File: config.mk
export PLATFORM = sky130hd
export DESIGN_NAME = uart_status_reporter
export DESIGN_NICKNAME = d
export VERILOG_FILES = /design/src/rtl/uart_report_pkg.sv /design/src/rtl/nibble_to_hex_ascii.sv /design/src/rtl/uart_status_reporter.sv
export SDC_FILE = /design/constraint.sdc
export NUM_CORES = 1
export LEC_CHECK = 0
export CAP_MARGIN = 10
export CORE_ASPECT_RATIO = 1.2
export CORE_MARGIN = 2
export CORE_UTILIZATION = 58
export CTS_BUF_LIST = sky130_fd_sc_hd__clkbuf_16
export DETAILED_ROUTE_END_ITERATION = 12
export PLACE_DENSITY = 0.84
export RECOVER_POWER = 100
export REMOVE_ABC_BUFFERS = 1
export SLEW_MARGIN = 20
export SYNTH_ARGS = -nofsm -noshare
export SYNTH_HDL_FRONTEND = slang
export SYNTH_SLANG_ARGS = --single-unit
File: constraint.sdc
create_clock -name clk48 -period 3.7 [get_ports clk48]
set_clock_uncertainty 0.1 [all_clocks]
set_input_delay 0.74 -clock clk48 [delete_from_list [all_inputs] [get_ports clk48]]
set_output_delay 0.74 -clock clk48 [all_outputs]
set_load 0.02 [all_outputs]
File: src/rtl/uart_report_pkg.sv
// uart_report_pkg: shared types and constants for the UART status reporter.
// State enum, message lengths, ASCII constants and the power-on banner ROM.
package uart_report_pkg;

  typedef enum logic [2:0] {
    IDLE,
    BANNER,
    LINE,
    WAIT_BUSY,
    WAIT_IDLE,
    NEXT
  } state_e;

  localparam int BANNER_LEN = 16;
  localparam int LINE_LEN   = 13;

  localparam logic [7:0] ASCII_CR = 8'h0D;
  localparam logic [7:0] ASCII_LF = 8'h0A;
  localparam logic [7:0] ASCII_P  = 8'h50;
  localparam logic [7:0] ASCII_EQ = 8'h3D;
  localparam logic [7:0] ASCII_SP = 8'h20;
  localparam logic [7:0] ASCII_0  = 8'h30;
  localparam logic [7:0] ASCII_1  = 8'h31;

  // "MEGAphone CTL0\r\n"
  function automatic logic [7:0] banner_char(input logic [3:0] idx);
    logic [7:0] c;
    case (idx)
      4'd0:    c = 8'h4D;
      4'd1:    c = 8'h45;
      4'd2:    c = 8'h47;
      4'd3:    c = 8'h41;
      4'd4:    c = 8'h70;
      4'd5:    c = 8'h68;
      4'd6:    c = 8'h6F;
      4'd7:    c = 8'h6E;
      4'd8:    c = 8'h65;
      4'd9:    c = 8'h20;
      4'd10:   c = 8'h43;
      4'd11:   c = 8'h54;
      4'd12:   c = 8'h4C;
      4'd13:   c = 8'h30;
      4'd14:   c = ASCII_CR;
      default: c = ASCII_LF;
    endcase
    return c;
  endfunction

endpackage

File: src/rtl/nibble_to_hex_ascii.sv
// nibble_to_hex_ascii: one 4-bit value to its uppercase ASCII hex digit.
module nibble_to_hex_ascii
  import uart_report_pkg::*;
(
  input  logic [3:0] nibble_i,
  output logic [7:0] ascii_o
);

  // 0-9 map onto '0'..'9'; 10-15 skip the punctuation gap to 'A'..'F'.
  always_comb begin
    if (nibble_i < 4'd10) ascii_o = ASCII_0 + {4'h0, nibble_i};
    else                  ascii_o = 8'h37 + {4'h0, nibble_i};
  end

endmodule

File: src/rtl/uart_status_reporter.sv
// uart_status_reporter: streams the power-on banner and "P0=xx P1=yy\r\n"
// snapshot lines into uart_tx over its DATA/SEND/READY handshake.
// Optional banner: define UART_REPORT_BANNER_EN to include the BANNER state
// and ROM; otherwise reset lands in IDLE and only snapshot lines are sent.
//
// state     | meaning
// IDLE      | nothing to send; start a line when a snapshot is pending
// BANNER    | wait for READY, then send banner char(char_idx)
// LINE      | wait for READY, then send line char(char_idx)
// WAIT_BUSY | wait for uart_tx to accept (READY low) or give up after timeout
// WAIT_IDLE | wait for uart_tx to finish the frame
// NEXT      | advance to the next character or finish the message
module uart_status_reporter
  import uart_report_pkg::*;
#(
  parameter int ACK_TIMEOUT = 15
) (
  input  logic       clk48,
  input  logic       reset,
  input  logic       snap_valid,
  input  logic [7:0] snap_port0,
  input  logic [7:0] snap_port1,
  input  logic       tx_ready,
  output logic [7:0] tx_data,
  output logic       tx_send,
  output logic       busy,
  output logic [7:0] drop_count,
  output logic [7:0] ack_timeouts
);

  localparam int TW = (ACK_TIMEOUT > 2) ? $clog2(ACK_TIMEOUT) : 1;
  localparam logic [TW-1:0] TO_LOAD = TW'(ACK_TIMEOUT - 1);
  localparam logic [3:0] LINE_LAST = 4'(LINE_LEN - 1);
`ifdef UART_REPORT_BANNER_EN
  localparam logic [3:0] BANNER_LAST = 4'(BANNER_LEN - 1);
`endif

  state_e          state_q;
  logic [3:0]      char_idx_q;
  logic [TW-1:0]   to_cnt_q;
  logic [7:0]      tx_data_q;
  logic            tx_send_q;
  logic            pend_q;
  logic [7:0]      pend_p0_q, pend_p1_q;
  logic [7:0]      line_p0_q, line_p1_q;
  logic [7:0]      drop_q, drop_d;
  logic [7:0]      ackto_q, ackto_d;
`ifdef UART_REPORT_BANNER_EN
  logic            banner_mode_q;
`endif

  logic [3:0]      nib_sel;
  logic [7:0]      hex_char;
  logic [7:0]      line_char_d;
  logic [7:0]      cur_char_d;
  logic [3:0]      last_idx;
  state_e          msg_state;
  logic            consume;

  // Pick the nibble feeding the single hex converter from the character index.
  always_comb begin
    case (char_idx_q)
      4'd3:    nib_sel = line_p0_q[7:4];
      4'd4:    nib_sel = line_p0_q[3:0];
      4'd9:    nib_sel = line_p1_q[7:4];
      4'd10:   nib_sel = line_p1_q[3:0];
      default: nib_sel = 4'h0;
    endcase
  end

  nibble_to_hex_ascii u_hex (
    .nibble_i (nib_sel),
    .ascii_o  (hex_char)
  );

  // Snapshot line character at char_idx.
  always_comb begin
    case (char_idx_q)
      4'd0, 4'd6:              line_char_d = ASCII_P;
      4'd1:                    line_char_d = ASCII_0;
      4'd7:                    line_char_d = ASCII_1;
      4'd2, 4'd8:              line_char_d = ASCII_EQ;
      4'd3, 4'd4, 4'd9, 4'd10: line_char_d = hex_char;
      4'd5:                    line_char_d = ASCII_SP;
      4'd11:                   line_char_d = ASCII_CR;
      4'd12:                   line_char_d = ASCII_LF;
      default:                 line_char_d = 8'h00;
    endcase
  end

  // Select the active message: character source, last index and send state.
  always_comb begin
`ifdef UART_REPORT_BANNER_EN
    cur_char_d = banner_mode_q ? banner_char(char_idx_q) : line_char_d;
    last_idx   = banner_mode_q ? BANNER_LAST : LINE_LAST;
    msg_state  = banner_mode_q ? BANNER : LINE;
`else
    cur_char_d = line_char_d;
    last_idx   = LINE_LAST;
    msg_state  = LINE;
`endif
  end

  // Saturating status counters. A snapshot arriving in the same cycle that IDLE
  // takes the pending one is not an overwrite, so it is not counted as a drop.
  always_comb begin
    consume = (state_q == IDLE) && pend_q;
    drop_d  = drop_q;
    ackto_d = ackto_q;
    if (snap_valid && pend_q && !consume && drop_q != 8'hFF)
      drop_d = drop_q + 8'd1;
    if (state_q == WAIT_BUSY && tx_ready && to_cnt_q == '0 && ackto_q != 8'hFF)
      ackto_d = ackto_q + 8'd1;
  end

  // Message sequencer plus the 1-deep snapshot buffer, all state registered here.
  always_ff @(posedge clk48) begin
    if (reset) begin
`ifdef UART_REPORT_BANNER_EN
      state_q       <= BANNER;
      banner_mode_q <= 1'b1;
`else
      state_q       <= IDLE;
`endif
      char_idx_q <= 4'd0;
      to_cnt_q   <= '0;
      tx_data_q  <= 8'h00;
      tx_send_q  <= 1'b0;
      pend_q     <= 1'b0;
      pend_p0_q  <= 8'h00;
      pend_p1_q  <= 8'h00;
      line_p0_q  <= 8'h00;
      line_p1_q  <= 8'h00;
      drop_q     <= 8'h00;
      ackto_q    <= 8'h00;
    end else begin
      tx_send_q <= 1'b0;
      drop_q    <= drop_d;
      ackto_q   <= ackto_d;
      case (state_q)
        IDLE: begin
          if (pend_q) begin
            line_p0_q  <= pend_p0_q;
            line_p1_q  <= pend_p1_q;
            pend_q     <= 1'b0;
            char_idx_q <= 4'd0;
`ifdef UART_REPORT_BANNER_EN
            banner_mode_q <= 1'b0;
`endif
            state_q    <= LINE;
          end
        end
`ifdef UART_REPORT_BANNER_EN
        BANNER,
`endif
        LINE: begin
          if (tx_ready) begin
            tx_data_q <= cur_char_d;
            tx_send_q <= 1'b1;
            to_cnt_q  <= TO_LOAD;
            state_q   <= WAIT_BUSY;
          end
        end
        WAIT_BUSY: begin
          if (!tx_ready)            state_q  <= WAIT_IDLE;
          else if (to_cnt_q == '0)  state_q  <= NEXT;
          else                      to_cnt_q <= to_cnt_q - 1'b1;
        end
        WAIT_IDLE: begin
          if (tx_ready) state_q <= NEXT;
        end
        NEXT: begin
          if (char_idx_q == last_idx) begin
            state_q <= IDLE;
          end else begin
            char_idx_q <= char_idx_q + 4'd1;
            state_q    <= msg_state;
          end
        end
        default: state_q <= IDLE;
      endcase
      // Capture last so a new snapshot wins over IDLE clearing pending.
      if (snap_valid) begin
        pend_q    <= 1'b1;
        pend_p0_q <= snap_port0;
        pend_p1_q <= snap_port1;
      end
    end
  end

  assign tx_data      = tx_data_q;
  assign tx_send      = tx_send_q;
  assign busy         = (state_q != IDLE);
  assign drop_count   = drop_q;
  assign ack_timeouts = ackto_q;

endmodule
Word-level counts from Yosys, hierarchy flattened. Cells that the tools add are included.

Register bits: 69. Latch bits: 0. Memory bits (writable): 0. ROM bits: 0. Input port bits: 20. Output and inout port bits: 26. Word-level logic and storage cells: 89. Memories kept: 0.

Add/sub/neg operators: 6. $mul: 0. Div/mod/pow operators: 0. $lt $le $gt $ge: 1. Eq/ne operators: 25. Shift operators: 0. Multiplexer cells: 20. Bitwise gates (word level): 1. Reductions and logical operators: 24.

Operator list (count): $pmux 8 s8 (1); $eq 4x4->1 const B (5); $mux 4 (5); $add 8x1->8 const B (2); $eq 4x3->1 const B (4); $ne 8x8->1 const B (2); $pmux 4 s2 (2); $pmux 4 s4 (1); $mux 3 (5); $pmux 3 s5 (1); $add 6x4->7 const A (2); $ne 2x2->1 const B (6); $eq 4x2->1 const B (2); $logic_not 4->1 (2); $mux 8 (1); $reduce_and 4->1 (2); $logic_and 1x1->1 (7); $eq 3x2->1 const B (2); $eq 3x3->1 const B (2); $reduce_bool 2->1 (3); $reduce_or 2->1 (3); $add 4x1->4 const B (1); $eq 4x1->1 const B (1); $lt 4x4->1 const B (1); other kinds (11) (14).

Logic depth before layout (Yosys ltp).
Depth in word-level cells: 5. Mapped depth: 8. Gate-level depth less buffers: 7.

Cells and area by module. From an unflattened synthesis, not the netlist that was laid out.

Cell total of the unflattened synthesis: 397. Area, all modules: 3329.4 sq um.

By module, submodules not included: uart_status_reporter (instances 1, cells an instance 381, area an instance 3224.3 sq um); nibble_to_hex_ascii (instances 1, cells an instance 16, area an instance 105.1 sq um).

Worst setup path before layout. OpenSTA, ideal clock, no wires.

Kind: register to register. Start: register char_idx_q[0]. End: register tx_data_q[6] (netlist: tx_data[6]). Arrival time: 1806 ps. Data required time: 3483 ps. Slack: 1677 ps. Stages on the path, launching flop included: 9. Path buffers: 1. Clock period less this slack: 2023 ps. Path through: dfxtp_1 > inv_1 > ha_1 > buf_2 > a22o_1 > a221o_1 > o21ai_2 > o21ai_1 > a22o_1.

Cells in the longest elaborated chain, start to end: 5.

Ends and longest elaborated chain: from (decl) (RTL line uart_status_reporter.sv:39) `logic [3:0] char_idx_q;`; from (signal assigned) (RTL line uart_status_reporter.sv:176) `char_idx_q <= char_idx_q + 4'd1;`; $eq 4x4->1 (tied with other cells) (RTL line uart_status_reporter.sv:62, uart_status_reporter.sv:78); $pmux 4 s4 (RTL line uart_status_reporter.sv:62) `case (char_idx_q)`; $add 6x4->7 (tied with other cells) (RTL line nibble_to_hex_ascii.sv:12) `else ascii_o = 8'h37 + {4'h0, nibble_i};`; $mux 8 (RTL line nibble_to_hex_ascii.sv:11) `if (nibble_i < 4'd10) ascii_o = ASCII_0 + {4'h0, nibble_i};`; $pmux 8 s8 (*) (RTL line uart_status_reporter.sv:78) `case (char_idx_q)`; to (signal assigned) (RTL line uart_status_reporter.sv:158) `tx_data_q <= cur_char_d;`; to (decl) (RTL line uart_status_reporter.sv:41) `logic [7:0] tx_data_q;`.

Every way passes the cells marked *; elsewhere a longest branch is shown, timed or not. A chain may end at the register's enable or synchronous reset.

Worst setup path after layout.
Start: input reset. End: register drop_q[7] (netlist: drop_count[7]).

RTL lines: from (decl) (RTL line uart_status_reporter.sv:19) `input logic reset,`; to (signal assigned) (RTL line uart_status_reporter.sv:138) `drop_q <= drop_d;`; to (decl) (RTL line uart_status_reporter.sv:46) `logic [7:0] drop_q, drop_d;`.

No word-level cell between the ends.

==> impl_metrics.yaml <==
synthesis:
  synth_edf_count: 0
  yosysWarningCount: 0
  synthArstFlopShare_pct: 0
  seq_area_frac_synth_pct: 43.2
  netlist_area_sq_um: 3150
  post_synth_num_cell_types: 53
  synthFlopType: "dfxtp_1"
  synth_seq_cells: 68
  synth.avg_cell_area_sq_um: 8.59
  synthCells: 367
status:
  failed_checks: "capacitance limit, slew limit"
  status: "finished with violations"
sta:
  setup_viol: 0
  relSlewSlack_pct: -55.0
  finalSetupTns_ps: 0
  period_share_pct: 77.3
  fmax_mhz: 350
  worst_pin_slew_ps: 2320
  layout_min_cycle_time_ps: 2860
  finalMaxSlewViolations: 56
  rsz0062_at_grt: "no"
  finalHoldViolations: 0
clock_tree:
  cts_inserted_buffers: 9
  htreeDepth: 3
  cts_tree: "built"
  clock_path_buffers: 2
  postCtsResizedCells: 0
  cts-root-buf: "clkbuf_16"
  numClockSinks: 68
  holdBufCountCts: 0
  clk-insertion-delay-late_ps: 330
  clkTransAtPathRegs_ps: 50
  postCtsSetupRepairBufs: 0
placed_design:
  gp_congestion: 0.867
  dp_hpwl_microns: 4240
  io_buffers: 44
  dp_cells: 450
die:
  pin_count: 46
  die-area_sq_um: 6040
  die_h_microns: 84.8
  fp.coreArea_sq_um: 5260
  row_count: 29
  die_w_microns: 71.3
  start_util_pct: 59.9
routing:
  via_per_inst: 5.74
  drt_pre_antenna_iters: 4
  wl_met1_microns: 2780
  wl_per_cell_microns: 13.8
  vias: 2671
  drt-initial-drc-count: 142
  postRouteAntennaNets: 0
  wl_met3_microns: 213
  wl_microns: 6430
  dr_wl_met2_microns: 3280
  routed.top_layer: "met4"
  drcViolationCount: 0
cells_and_area:
  finish.net_count: 426
  area_growth_pct: 21.3
  layout-drive-gt1-share_pct: 4.47
  stdcell_count: 465
  antenna_cells: 0
  fillCellCount: 415
global_routing:
  antenna_found_initial: 0
  grt.overflow.total: 0
  grt_max_degree: 56
  grt_first_pass_wirelength_microns: 11000
  grt_pass1_vias: 2450
  track_usage_pct: 22.6
job:
  max_cap_viol_count: 1
setup_path:
  cp.required_ps: 3800
  cp_slowest_cell: "clkbuf_1"
  cp.arrival_ps: 2960
  path_cells: "clkbuf_1 > clkbuf_1 > nor2_1"
  max_stage_delay_ps: 1630
  worstSetupPathType: "input pin to flop"
  crit_fanout: 55
  cp_top_family: "buffers and inverters"
  crit_path_end_kind: "flop"
  crit_top_cell: "clkbuf_1"
  worstSetupStartpointType: "input pin"
  cp.buffers_inverters: 2
power_and_ir_drop:
  power.leakage_nw: 1.47
  clockPowerShare_pct: 47.0
  powerDensity_nw_per_um2: 442
  intPower_mw: 1.32
  power.share.sequential_pct: 45.8
  switching_power_mw: 0.373
  finalPower_mw: 1.69
  p_comb_share_pct: 7.2
  irDropWorstVdd_v: 0.000346
  switching_share_pct: 22.0
min_path:
  min_path_type: "flop to flop"
routing by layer:
layer | track usage, % | up-vias
li1 | - | 1338
met1 | 28.1 | 1257
met2 | 36.5 | 61
met3 | 4.32 | 15
met4 | 12.7 | 0
met5 | 0 | -
synthesized netlist by cell type, types with 5 or more instances:
| cell type | n | share of area [%] |
|---|---|---|
| o21ai_0 | 6 | 0.95 |
| nor2_1 | 52 | 6.2 |
| nor3_1 | 15 | 2.4 |
| inv_1 | 7 | 0.83 |
| xnor2_1 | 13 | 3.6 |
| mux2i_1 | 22 | 7.0 |
| nand3_1 | 10 | 1.6 |
| buf_2 | 10 | 1.6 |
| dfxtp_1 | 68 | 43 |
| clkbuf_1 | 10 | 1.2 |
| ha_1 | 7 | 2.8 |
| a21oi_1 | 31 | 4.9 |
| nand2_1 | 43 | 5.1 |
| xor2_1 | 5 | 1.4 |
state kept, by name (all words and copies together), names as in the netlist:
signal	flops
line_p0_q	8
ack_timeouts	8
to_cnt_q	4
tx_data	7
char_idx_q	4
state_q	3
pend_p0_q	8
line_p1_q	8
pend_p1_q	8
pend_q	1
drop_count	8
tx_send	1
through the flow:
step	worst slack, ps	util (%)	hold WS [ps]	cell area, sq um
floorplan	1700	-	325	3030
global placement	1210	67.6	342	3560
detailed placement	1160	67.6	350	3560
CTS	1060	72.8	355	3830
global route	677	72.7	368	3820
finish	840	72.7	355	3820
placed cells by master, fill, tap and decap left out, drive strengths merged, types with 3 or more instances in the layout:
cell type and n:
a22o 4, nor2b 4, xor2 5, nor2 52, nand2 43, clkbuf 11
and3 4, clkinv 3, nand4 4, a21oi 31, dfxtp 68, nor3b 3
xnor2 13, ha 7, nor4 3, clkdlybuf4s50 18, inv 10, dlygate4sd3 25
a211oi 3, o21ai 9, nand3 10, a21o 3, nor3 15, mux2i 22
power groups by stage:
stage | Clock (mW) | Combinational (mW) | Sequential, mW
2_1_floorplan | 0 | 0.0587 | 0.790
3_3_place_gp | 0 | 0.121 | 0.787
3_5_place_dp | 0 | 0.123 | 0.788
4_1_cts | 0.806 | 0.126 | 0.773
5_1_grt | 0.844 | 0.135 | 0.775
6_report | 0.794 | 0.122 | 0.774
cell type report:
cell class                 count  area [sq um]  share of cell area (%)
clock buffer                   9           225                    5.89
clock inverter                 6          48.8                    1.28
inverter                       8          30.0                   0.785
multi-input combinational    266          1640                    42.8
sequential                    68          1360                    35.6
tap                           62          77.6                    2.03
timing repair buffer          46           445                    11.6
tightest hold or removal path, stage by stage, from the launching register on:
cell and delay, ps:
dfxtp_1 300, nand2_1 50, a21oi_1 50
logic make-up after synthesis:
group,share of synthesized area [%]
compound gates,13.1
xor+xnor,5.00
fa+ha+maj,2.78
buf+inv,4.92
flops,43.2
mux,7.34
other cells,0.119
simple gates,23.6
final timing paths:
kind,from,to,slack [ps],cells after the start
max reg2reg,state_q[0],char_idx_q[3],1390,5
max,reset,drop_count[7],840,3
min reg2reg,pend_p0_q[7],line_p0_q[7],360,2
min,pend_p0_q[7],line_p0_q[7],360,2
No activity file was read; power rests on OpenSTA's default activity.
